==> src/rtl/a_res_sched_pkg.sv <==
`default_nettype none
// ============================================================================
// Module      : a_res_sched_pkg
// Description : Shared constants and types for the A-register reservation
//               scheduler: A-bus source codes, timing constants, register
//               file geometry and the writeback timeline slot record.
// Revision    : 1.0 - initial release
// ============================================================================
package a_res_sched_pkg;

  // A register file geometry
  localparam int A_NUM_AREG  = 8;
  localparam int A_AW        = $clog2(A_NUM_AREG);

  // Result delay encoding
  localparam int A_MAX_DELAY = 15;
  localparam int DELAY_W     = 4;

  // Functional-unit source code width
  localparam int A_SRC_W     = 4;

  // A booking of this delay bypasses the timeline and loads the port directly
  localparam int WB_PORT_TIME  = 1;
  // Smallest delay that produces a result at all (0 means no result)
  localparam int MIN_BOOK_TIME = 1;

  // Functional-unit buses that can drive the A write port
  typedef enum logic [A_SRC_W-1:0] {
    ABUS_NONE = 4'd0,
    ABUS_IMM  = 4'd1,
    ABUS_ADD  = 4'd2,
    ABUS_MUL  = 4'd3,
    ABUS_POP  = 4'd4,
    ABUS_MEM  = 4'd5,
    ABUS_SREG = 4'd6
  } abus_e;

  // One writeback timeline entry
  typedef struct packed {
    logic                 valid;
    logic [A_AW-1:0]      addr;
    logic [A_SRC_W-1:0]   src;
  } a_slot_t;

  // Build a valid slot entry for a booking
  function automatic a_slot_t mk_slot(input logic [A_AW-1:0] addr,
                                      input logic [A_SRC_W-1:0] src);
    a_slot_t s;
    s.valid = 1'b1;
    s.addr  = addr;
    s.src   = src;
    return s;
  endfunction

endpackage
`default_nettype wire

==> src/rtl/a_res_sched_wb_timeline.sv <==
`default_nettype none
// ============================================================================
// Module      : a_wb_timeline
// Description : Writeback timeline. Slot n holds the result that will appear
//               on the A write port n cycles after the current cycle. Slots
//               shift down by one every clock; a booking of delay d lands in
//               slot d-1 after the shift so it reaches the port d cycles
//               after issue. Delay 1 bookings bypass the timeline (handled by
//               the scheduler). The top slot (d = MAX_DELAY) is always empty
//               in the current cycle, so it is not stored.
// Revision    : 1.0 - initial release
// ============================================================================
module a_wb_timeline
  import a_res_sched_pkg::*;
#(
  parameter int MAX_DELAY = A_MAX_DELAY
) (
  input  logic               clk,
  input  logic               rst_n,
  input  logic               book_en,
  input  logic [DELAY_W-1:0] book_delay,
  input  a_slot_t            book_slot,
  input  logic [DELAY_W-1:0] query_delay,
  output logic               query_occupied,
  output a_slot_t            head
);

  localparam int NSLOT = MAX_DELAY - 1;

  a_slot_t slot_q [1:NSLOT];
  a_slot_t slot_d [1:NSLOT];

  // Shift every slot down by one and drop the booking into its post-shift slot
  always_comb begin
    for (int n = 1; n < NSLOT; n++) begin
      slot_d[n] = slot_q[n+1];
    end
    slot_d[NSLOT] = '0;
    for (int n = 1; n <= NSLOT; n++) begin
      if (book_en && (int'(book_delay) == n + 1)) begin
        slot_d[n] = book_slot;
      end
    end
  end

  // Is the slot a delay-d booking would collide with already taken?
  always_comb begin
    query_occupied = 1'b0;
    for (int n = 1; n <= NSLOT; n++) begin
      if (int'(query_delay) == n) begin
        query_occupied = slot_q[n].valid;
      end
    end
  end

  // Timeline storage; reset discards every pending result
  always_ff @(posedge clk or negedge rst_n) begin
    if (!rst_n) begin
      for (int n = 1; n <= NSLOT; n++) begin
        slot_q[n] <= '0;
      end
    end else begin
      for (int n = 1; n <= NSLOT; n++) begin
        slot_q[n] <= slot_d[n];
      end
    end
  end

  assign head = slot_q[1];

endmodule
`default_nettype wire

==> src/rtl/a_res_sched.sv <==
`default_nettype none
// ============================================================================
// Module      : a_res_sched
// Description : A-register reservation scheduler. Books A-register results
//               into a writeback timeline, keeps per-register busy bits,
//               raises issue hold on RAW / WAW / write-port conflicts and
//               drives the single A register-file write port.
//               Optional build macro A_WB_BYPASS_EN: the register being
//               written this cycle is treated as free for hazard checks
//               (write-through register file).
// Revision    : 1.0 - initial release
// ============================================================================
module a_res_sched
  import a_res_sched_pkg::*;
#(
  parameter int NUM_AREG  = A_NUM_AREG,
  parameter int MAX_DELAY = A_MAX_DELAY,
  parameter int SRC_W     = A_SRC_W
) (
  input  logic                        clk,
  input  logic                        rst_n,
  input  logic                        i_issue,
  input  logic                        i_a_dest_en,
  input  logic [DELAY_W-1:0]          i_delay,
  input  logic [SRC_W-1:0]            i_src,
  input  logic [$clog2(NUM_AREG)-1:0] i_dest,
  input  logic                        i_rd_j_en,
  input  logic                        i_rd_k_en,
  input  logic [$clog2(NUM_AREG)-1:0] i_rd_j,
  input  logic [$clog2(NUM_AREG)-1:0] i_rd_k,
  output logic                        o_hold,
  output logic                        o_issue_ok,
  output logic                        o_a_wr_en,
  output logic [$clog2(NUM_AREG)-1:0] o_a_wr_addr,
  output logic [SRC_W-1:0]            o_a_wr_src,
  output logic [NUM_AREG-1:0]         o_a_busy
);

  logic [NUM_AREG-1:0] busy_q;
  logic [NUM_AREG-1:0] busy_d;
  logic [NUM_AREG-1:0] busy_eff;
  logic [NUM_AREG-1:0] set_mask;
  logic [NUM_AREG-1:0] clr_mask;
  logic                book_req;
  logic                book;
  logic                raw_hit;
  logic                waw_hit;
  logic                port_hit;
  logic                occupied;
  a_slot_t             new_slot;
  a_slot_t             head;
  a_slot_t             wr_q;
  a_slot_t             wr_d;

  assign new_slot = mk_slot(i_dest, i_src);

  // Busy view used by the hazard checks (write-through frees the written reg)
  always_comb begin
    busy_eff = busy_q;
`ifdef A_WB_BYPASS_EN
    if (wr_q.valid) begin
      busy_eff[wr_q.addr] = 1'b0;
    end
`endif
  end

  // Hazard detection and issue acceptance
  always_comb begin
    book_req = i_a_dest_en && (i_delay >= DELAY_W'(MIN_BOOK_TIME));
    raw_hit  = (i_rd_j_en && busy_eff[i_rd_j]) ||
               (i_rd_k_en && busy_eff[i_rd_k]);
    waw_hit  = book_req && busy_eff[i_dest];
    port_hit = book_req && occupied;
    o_hold     = i_issue && (raw_hit || waw_hit || port_hit);
    o_issue_ok = i_issue && !o_hold;
    book       = o_issue_ok && book_req;
  end

  a_wb_timeline #(
    .MAX_DELAY (MAX_DELAY)
  ) u_timeline (
    .clk            (clk),
    .rst_n          (rst_n),
    .book_en        (book),
    .book_delay     (i_delay),
    .book_slot      (new_slot),
    .query_delay    (i_delay),
    .query_occupied (occupied),
    .head           (head)
  );

  // Next write-port contents: a delay-1 booking goes straight to the port
  always_comb begin
    wr_d = head;
    if (book && (i_delay == DELAY_W'(WB_PORT_TIME))) begin
      wr_d = new_slot;
    end
  end

  // Busy update: a new booking wins over the clear of the register being written
  always_comb begin
    set_mask = '0;
    clr_mask = '0;
    if (book) begin
      set_mask[i_dest] = 1'b1;
    end
    if (wr_q.valid) begin
      clr_mask[wr_q.addr] = 1'b1;
    end
    busy_d = (busy_q & ~clr_mask) | set_mask;
  end

  // Busy vector and write-port output register
  always_ff @(posedge clk or negedge rst_n) begin
    if (!rst_n) begin
      busy_q <= '0;
      wr_q   <= '0;
    end else begin
      busy_q <= busy_d;
      wr_q   <= wr_d;
    end
  end

  assign o_a_wr_en   = wr_q.valid;
  assign o_a_wr_addr = wr_q.addr;
  assign o_a_wr_src  = wr_q.src;
  assign o_a_busy    = busy_q;

endmodule
`default_nettype wire

==> config.mk <==
export PLATFORM = sky130hd
export DESIGN_NAME = a_res_sched
export DESIGN_NICKNAME = d
export VERILOG_FILES = /design/src/rtl/a_res_sched_pkg.sv /design/src/rtl/a_res_sched_wb_timeline.sv /design/src/rtl/a_res_sched.sv
export SDC_FILE = /design/constraint.sdc
export NUM_CORES = 1
export LEC_CHECK = 0
export ABC_AREA = 1
export ABC_CLOCK_PERIOD_IN_PS = 8540
export BUFFER_PORTS_ARGS = -buffer_cell sky130_fd_sc_hd__buf_2
export CAP_MARGIN = 20
export CORE_ASPECT_RATIO = 2
export CORE_MARGIN = 2
export CORE_UTILIZATION = 30
export CTS_BUF_LIST = sky130_fd_sc_hd__clkbuf_4 sky130_fd_sc_hd__clkbuf_8
export DETAILED_ROUTE_END_ITERATION = 16
export MAX_ROUTING_LAYER = met4
export PLACE_DENSITY_LB_ADDON = 0.05
export SETUP_SLACK_MARGIN = 0.02
export SLEW_MARGIN = 40
export SYNTH_ARGS = -nofsm -noshare
export SYNTH_HDL_FRONTEND = slang
export SYNTH_SLANG_ARGS = --single-unit
==> constraint.sdc <==
create_clock -name clk -period 8.54 [get_ports clk]
set_input_delay 2.562 -clock clk [delete_from_list [all_inputs] [get_ports clk]]
set_output_delay 2.562 -clock clk [all_outputs]
set_load 0.005 [all_outputs]
==> summary.md, run 1 <==
| Metric | Value |
|---|---|
| Port buffer count | 40 |
| Post-Syn Instances | roughly 730 |
| Row count | 74 |
| I/O pin count | slightly above 40 |
| Clock tree buffer depth | 2 |
| Status | finished clean |
| Nets | 785 |
| Crit share post-route | 0.811 |
| Syn avg cell area | roughly 8.5 µm² |
| Main synth FF type | dfrtp_1 |
| Clock share of power | 0.453 |
| Mapped Nets | 754 |
| WP data required | 5.98 ns |
| Post-synthesis compound-gate area fraction | 0.174 |
| Worst EP arrival | 4.36 ns |
| P_sw | roughly 0.35 mW |
| # diodes | 0 |
| Switching part of the total | 0.252 |
| Clock Latency Late Sink | about 0.45 ns |
| Placer Congestion | between 0.8 and 0.9 |
| Flop-to-flop setup slack | roughly 5.7 ns |
| Post-route antenna net violation count | 0 |
| Maximum operating frequency | approximately 140 MHz |
| First-pass detailed-route iteration total | 8 |
| Die height | slightly above 200 µm |
| Slew @ Worst Pin | ~0.76 ns |
| Worst setup path startpoint | i_delay[3] |
| CTS sink count | 128 |
| Postcts setup bufs | 0 |
| Post-Route Skew | 0.0162 ns |
| Synthesized-area fraction occupied by adder cells | 0 |
| Tmin final | ~7 ns |
| H-tree depth | 4 |
| First-pass GRT wire length | 29,200 µm |
| Slew margin rel. | 0.490 |
| Cell area after synthesis | 6190 µm² |
| Sequential fraction of the synthesis area | 0.517 |
| Largest net degree at the start of global routing | 80 |
| Pwr/cell area | 194 nW/µm² |
| Hold Fails Final Rpt | 0 |
| Metal2 WL | just under 10,000 µm |
| GR Util All Layers | 0.179 |
| Placement Setup Slack | 1.59 ns |
| Most area-consuming cells after synthesis | dfrtp_1 (52%), o21bai_1 (13%), nand3_1 (9.1%), inv_1 (8.1%), nand2_1 (7.3%) |
| Die width | approximately 110 µm |
| Syn-to-layout area delta | 14.8% |
| Crit start category | input pin |
| Synth warn | 0 |
| Filler cells | 2,163 |
| Layout cells sized above 1 | 0.125 |
| Design area | 7100 µm² |
| Met3 routed WL | 710 µm |
| Reg2reg start | u_timeline.head[7] |
| CTS Hold Bufs | 0 |
| Slew Viols, Final | 0 |
| Placed inst area | 6590 µm² |
| Synth Area in XOR/XNOR | 0 |
| Max Cap Violations | 0 |
| RSZ-0062 raised after global routing | no |
| Ys async rst share | 1.00 |
| P_int | between 1 and 1.5 mW |
| Total Power | around 1.4 mW |
| Clock slew at the register clock pins of the worst setup and hold paths | 0.08 ns |
| Routed wire length | 18,000 µm |
| Die area | around 22,000 µm² |
| Critical path class | input pin to output pin |
| Root buffer cell | clkbuf_8 |
| Post-synth top area share | 0.517 |
| Final setup vio count | 0 |
| Routed WL per cell | 17.3 µm |
| Worst VDD drop | 101 µV |
| Core area | 20,400 µm² |
| Area leader, netlist | dfrtp_1 |
| Combinational share of power | 0.086 |
| Synthesized flop and latch total | 128 |
| Commonest cells post-synth | inv_1 (133), dfrtp_1 (128), nand2_1 (120) |
| Final setup TNS | 0 ns |
| Largest family of logic cells by synthesized area | simple AND/OR/NAND/NOR gates |
| Total CTS buffers | 17 |
| DP Cell Count | approximately 1,000 |
| Final WS setup | 1.62 ns |
| Static Leak | 3.46 nW |
| Initial Util | 0.304 |
| CTS tree | done |
| Non-filler cells, final | approximately 1,000 |
| Vias in the first global route | 5,196 |
| Util after Layout | 0.349 |
| GRT overflow | 0 |
| Initial DRC Count | slightly below 300 |
| Remaining DRCs | 0 |
| Number of antenna violations at the first check in global routing | 0 |
| Post-Synth Simple-Gate Area | 0.195 |
| Met1 Routed Length | ~7300 µm |
| Synth cell types | 26 |
| Post_cts resized | 0 |
| HP Start | u_timeline.slot_q[15] |
| Most common cell in the synthesized netlist | inv_1 |
| Routed vias | 4,965 |
| Hpwl dp | around 12,000 µm |
| CP Capture Type | output pin |
| EDFF count, synth | 0 |
| Post-synthesis mux area share | 0 |
| Vias per std cell | roughly 4.8 |
| CP max FO | 9 |
| Highest Signal Layer | met4 |
| Final hold slack | 0.457 ns |
| Hold WC Path Type | flop to flop |
| Sequential Power Share | 0.462 |
kinds of logic after synthesis:
kind of cell	count (synthesis)
AOI/OAI and AO/OA	156
buffers and inverters	177
DFF	128
and+or+nand+nor	270
flip-flops by register name, summed over array words and instances, names as in the netlist:
| name | cells |
|---|---|
| u_timeline.slot_q | 104 |
| u_timeline.head | 8 |
| o_a_wr_src | 4 |
| o_a_wr_en | 1 |
| o_a_busy | 8 |
| o_a_wr_addr | 3 |
final cells by class:
cell class	count	area, µm²	share of cell area
sequential	128	3200	0.451
multi-input combinational	426	2280	0.321
inverter	143	537	0.0756
tap	266	333	0.0469
clock buffer	22	290	0.0409
timing repair buffer	46	275	0.0388
clock inverter	10	181	0.0255
critical path, stage by stage:
cell and delay (ns):
buf_2 0.12, inv_1 0.07, nand2_1 0.13, nor2_1 0.51
nand2_1 0.10, nand4_1 0.12, nand2_1 0.06, nand4_1 0.11
nor2_1 0.06, nand3_1 0.08, nand2_1 0.10, nand3_1 0.15
inv_1 0.05, buf_2 0.12
layout by cell type (no fill, tap or decap), types with 10 or more instances in the layout:
cell      count
inv_1       133
clkbuf_8     20
dfrtp_1     128
inv_2        10
buf_2        39
o21ai_0      28
nor2_1       19
nand3_1     113
o21bai_1    107
nand2_1     120
metal layers:
metal / global-route usage / vias up
li1: - / 2397
met3: 0.0327 / 17
met1: 0.206 / 2443
met4: 0.0626 / 0
met2: 0.310 / 108
met5: - / -
final timing paths:
| kind | endpoint | cells past startpoint |
|---|---|---|
| min in group asynchronous | o_a_wr_src[0] | 1 |
| min reg2reg | u_timeline.slot_q[23] | 2 |
| max reg2reg | u_timeline.slot_q[51] | 14 |
| max | o_issue_ok | 14 |
| min | u_timeline.slot_q[23] | 2 |
| max in group asynchronous | u_timeline.slot_q[52] | 2 |
power by group through the flow:
stage                     combinational [mW]  clock, mW  sequential (mW)
after floorplan                       0.0629          0            0.645
final                                  0.118      0.625            0.638
after global placement                 0.116          0            0.650
after CTS                              0.119      0.643            0.638
after detailed placement               0.118          0            0.650
after global routing                   0.133      0.671            0.640
No activity file was read; power rests on OpenSTA's default activity.
==> run 2, diff against run 1 <==
- ABC_CLOCK_PERIOD_IN_PS: 8540 -> 6650
- clock period: 8.54 -> 6.65 ns (I/O delays scaled with it)
==> run 2 against run 1 <==
Utilization barely moved. Clock-buffer cell count did not move. Clock power rose by 21%. Cell count rose by 0.38%. Worst setup slack got worse by 0.64 ns. Combinational power rose by 30%. Register-to-register slack got worse by 1.5 ns. First-iteration DRC count fell by 1.3%. Largest cell class unchanged.
==> summary.md, run 2 (synthesis results as in run 1) <==
| Metric | Value |
|---|---|
| Status | finished clean |
| GR Util All Layers | 0.177 |
| Footprint of the multi-input gates | 2280 µm² |
| Hold WC Path Type | flop to flop |
| First-pass detailed-route iteration total | 5 |
| Clock slew at the register clock pins of the worst setup and hold paths | 0.07 ns |
| Vias in the first global route | 5,093 |
| Most frequent cells in the layout | inv_1 (133), dfrtp_1 (128), nand2_1 (120) |
| Top reg by flops | u_timeline.slot_q |
| Placer Congestion | 0.844 |
| Routed WL per cell | about 17 µm |
| Routed wire length | 18,200 µm |
| CTS sink count | 128 |
| Static Leak | 3.46 nW |
| Sequential cell area | 3200 µm² |
| Largest net degree at the start of global routing | 129 |
| Slew @ Worst Pin | 0.737 ns |
| Flop-to-flop setup slack | 4.11 ns |
| Critical path class | input pin to output pin |
| Postcts setup bufs | 0 |
| Vias per std cell | 4.73 |
| Clock tree buffer depth | 2 |
| Max reg flops | 104 |
| Die height | 207 µm |
| Tmin final | around 5.7 ns |
| Clock Latency Late Sink | 0.44 ns |
| Layout cells sized above 1 | 0.130 |
| Total CTS buffers | 17 |
| # diodes | 0 |
| Crit start category | input pin |
| Worst VDD drop | around 110 µV |
| Syn-to-layout area delta | 14.7% |
| Final setup TNS | 0 ns |
| RSZ-0062 raised after global routing | no |
| Hold Fails Final Rpt | 0 |
| Crit share post-route | 0.853 |
| I/O pin count | 41 |
| CTS Hold Bufs | 0 |
| Util after Layout | 0.348 |
| Post-route antenna net violation count | 0 |
| Hpwl dp | 11,800 µm |
| H-tree depth | 4 |
| Root buffer cell | clkbuf_8 |
| Maximum operating frequency | 176 MHz |
| R2R depth | 14 |
| Row count | 74 |
| Worst hold path cell count | 2 |
| Port buffer count | 40 |
| Filler cells | 2,194 |
| Max Cap Violations | 0 |
| Slew Viols, Final | 0 |
| Final setup vio count | 0 |
| CTS tree | done |
| Die area | 21,900 µm² |
| First-pass GRT wire length | 28,700 µm |
| Remaining DRCs | 0 |
| Post_cts resized | 0 |
| CP Capture Type | output pin |
| Slew margin rel. | 0.509 |
| Worst EP arrival | 3.68 ns |
| Most common cell after layout, fill and taps aside | inv_1 |
| Post-Route Skew | 0.0112 ns |
| Pwr/cell area | ~240 nW/µm² |
| Initial Util | 0.304 |
| Nets | a little under 800 |
| WP data required | 4.66 ns |
| Die width | roughly 110 µm |
| GRT overflow | 0 |
| Core area | 20,400 µm² |
| CP max FO | 10 |
| Initial DRC Count | 294 |
| Routed vias | 4,942 |
| Number of antenna violations at the first check in global routing | 0 |
-- run 2: where the power goes --
group / switching, mW / leakage [nW] / internal [mW]
Combinational: 0.110 / 1.49 / 0.0426
Clock: 0.317 / 0.223 / 0.440
Sequential: 0.0182 / 1.75 / 0.801
Total: 0.445 / 3.46 / 1.28
-- run 2: worst max-delay path: stages --
cell     delay (ns)
buf_2          0.13
nand2_1        0.13
inv_1          0.09
nand2_2        0.18
nor2_1         0.07
nor2_1         0.10
nand4_1        0.10
nand2_1        0.10
nand4_1        0.12
nor2_1         0.12
nand3_1        0.10
nand2_1        0.12
nand3_1        0.14
inv_1          0.08
buf_2          0.10
-- run 2: routing by layer --
metal | track usage | part of all wire
met5 | - | 0
met4 | 0.0758 | 0.030
met3 | 0.0283 | 0.037
met2 | 0.307 | 0.52
met1 | 0.200 | 0.41
-- run 2: layout make-up --
| class | count | area share |
|---|---|---|
| flip-flops and latches | 128 | 0.451 |
| multi-input cells | 426 | 0.322 |
| inverters | 143 | 0.0756 |
| well taps | 266 | 0.0469 |
| repair buffers | 50 | 0.0420 |
| clock buffers | 22 | 0.0400 |
| clock inverters | 10 | 0.0224 |
-- run 2: metrics by stage --
stage	area, µm²	hold slack, ns	power (mW)	instances	setup WS [ns]
after floorplan	6190	0.427	0.909	731	1.51
after global placement	6650	0.448	0.989	1013	0.957
after detailed placement	6650	0.452	0.990	1013	0.934
after CTS	7090	0.470	1.75	1045	0.933
after global routing	7100	0.485	1.81	1045	0.714
final	7100	0.468	1.73	1045	0.980
-- run 2: worst paths after layout --
kind | from | endpoint
setup / recovery | i_delay[0] | o_issue_ok
min in group asynchronous | rst_n | o_a_wr_src[3]
hold / removal | u_timeline.slot_q[7] | u_timeline.slot_q[15]
max in group asynchronous | rst_n | u_timeline.slot_q[55]
setup reg to reg | u_timeline.head[7] | u_timeline.slot_q[76]
hold reg to reg | u_timeline.slot_q[7] | u_timeline.slot_q[15]
==> run 3, diff against run 2 <==
- PLACE_DENSITY_LB_ADDON: 0.05 -> 0.2
==> run 3 against run 2 <==
Via count down 1.1%. Sequential power about the same. Clock-buffer cell count decreased by 4. Clock power increased by 8.6%. Largest power group is now the clock network. Clock skew rose by 0.0031 ns. Final area rose by 1.5%. Die area stayed put. Global-route usage down 0.49 points. Sequential share of layout area fell by 0.67 points. Wire length down 5.4%. Non-clock buffer count is 6 higher.
==> summary.md, run 3 (synthesis results as in run 1) <==
| Metric | Value |
|---|---|
| Status | finished clean |
| Combinational share of power | 0.085 |
| Initial DRC Count | about 180 |
| Routed wire length | 17,200 µm |
| CTS Hold Bufs | 0 |
| Die width | 106 µm |
| Placement Setup Slack | 1.01 ns |
| Max Cap Violations | 0 |
| Vias in the first global route | 5,053 |
| CTS sink count | 128 |
| Final WS setup | about 1.0 ns |
| Switching part of the total | 0.255 |
| Static Leak | 3.51 nW |
| WP data required | about 4.7 ns |
| P_int | roughly 1.3 mW |
| Crit start category | input pin |
| Remaining DRCs | 0 |
| CP Capture Type | output pin |
| Most frequent cells in the layout | inv_1 (133), dfrtp_1 (128), nand2_1 (120) |
| Clock slew at the register clock pins of the worst setup and hold paths | around 0.080 ns |
| Slew Viols, Final | 0 |
| Routed vias | 4,890 |
| Port buffer count | 40 |
| Max reg flops | 104 |
| Syn-to-layout area delta | 16.4% |
| Util after Layout | 0.354 |
| CTS tree | done |
| GRT overflow | 0 |
| First-pass detailed-route iteration total | 4 |
| Hold Fails Final Rpt | 0 |
| Hold WC Path Type | flop to flop |
| Slew @ Worst Pin | 0.638 ns |
| Vias per std cell | 4.65 |
| Number of antenna violations at the first check in global routing | 1 |
| Total Power | 1.79 mW |
| Die area | between 20,000 and 25,000 µm² |
| Placer Congestion | between 0.7 and 0.8 |
| RSZ-0062 raised after global routing | no |
| Clock Latency Late Sink | 0.46 ns |
| First-pass GRT wire length | 28,000 µm |
| Crit share post-route | 0.843 |
| Critical path class | input pin to output pin |
| Final hold slack | 0.463 ns |
| Clock tree buffer depth | 2 |
| Nets | 795 |
| CP max FO | 10 |
| Die height | ~210 µm |
| Post_cts resized | 0 |
| GR Util All Layers | 0.172 |
| Hpwl dp | 11,800 µm |
| Routed WL per cell | 16.4 µm |
| Largest net degree at the start of global routing | 80 |
| Final setup vio count | 0 |
| Root buffer cell | clkbuf_8 |
| Tmin final | 5.61 ns |
| Worst EP arrival | approximately 3.6 ns |
| Initial Util | 0.304 |
| Final setup TNS | 0 ns |
| Row count | 74 |
| Maximum operating frequency | 178 MHz |
| Total CTS buffers | 17 |
| Slew margin rel. | 0.573 |
| I/O pin count | slightly above 40 |
| H-tree depth | 4 |
| Top reg by flops | u_timeline.slot_q |
| Post-Route Skew | 0.0143 ns |
| Pwr/cell area | 249 nW/µm² |
| Sequential Power Share | 0.456 |
| Most common cell after layout, fill and taps aside | inv_1 |
| Worst VDD drop | 95.7 µV |
| Layout cells sized above 1 | 0.135 |
| Postcts setup bufs | 0 |
| Post-route antenna net violation count | 0 |
| P_sw | 0.457 mW |
| Clock share of power | 0.459 |
| Core area | 20,400 µm² |
run 3: cell types whose count changed in the layout (fill, tap and decap cells not counted), moves of 2 or more:
cell	previous run	this run
clkbuf_4	3	1
clkinv_2	3	1
clkbuf_8	19	17
bufinv_16	4	6
clkinv_4	1	4
buf_4	8	14
buf_6	2	0
run 3: area by class of cell:
cell class | instances | area [µm²]
fillers | 2157 | 13200
flip-flops and latches | 128 | 3200
multi-input cells | 426 | 2280
inverters | 143 | 537
repair buffers | 56 | 368
well taps | 266 | 333
clock buffers | 18 | 241
clock inverters | 13 | 236
diodes | 1 | 2.50
run 3: path summary, 6_finish.rpt:
kind,cells after the start,end,slack [ns],from
worst max register to register,13,o_a_wr_addr[1],3.96,u_timeline.head[7]
worst min register to register,2,u_timeline.slot_q[15],0.46,u_timeline.slot_q[7]
min in group asynchronous,1,u_timeline.slot_q[52],1.54,rst_n
worst max-delay path,15,o_issue_ok,1.04,i_delay[0]
worst min-delay path,2,u_timeline.slot_q[15],0.46,u_timeline.slot_q[7]
max in group asynchronous,2,u_timeline.slot_q[79],4.09,rst_n
run 3: power by group through the flow:
stage / combinational, mW / sequential [mW] / clock [mW]
after floorplan: 0.0808 / 0.829 / 0
after global placement: 0.154 / 0.833 / 0
after detailed placement: 0.156 / 0.833 / 0
after CTS: 0.156 / 0.818 / 0.841
after global routing: 0.174 / 0.820 / 0.873
final: 0.153 / 0.817 / 0.822
run 3: critical path: stages:
cell     delay (ns)
buf_2          0.13
nand2_1        0.13
inv_1          0.09
nand2_2        0.19
nor2_1         0.07
nor2_1         0.10
nand4_1        0.07
nand2_1        0.10
nand4_1        0.09
nor2_1         0.12
nand3_1        0.10
nand2_1        0.12
nand3_1        0.15
inv_1          0.08
buf_2          0.10
run 3: stage by stage:
| stage | area (µm²) | std cells |
|---|---|---|
| after global placement | 6700 | 1018 |
| after floorplan | 6190 | 731 |
| after detailed placement | 6720 | 1019 |
| after CTS | 7200 | 1050 |
| after global routing | 7200 | 1051 |
| final | 7200 | 1051 |
run 3: metal layers:
layer,track usage,share of wire,vias to the layer above
met5,-,0,-
met4,0.0812,0.033,0
met3,0.0296,0.028,32
met2,0.309,0.55,81
met1,0.180,0.39,2369
li1,-,-,2408
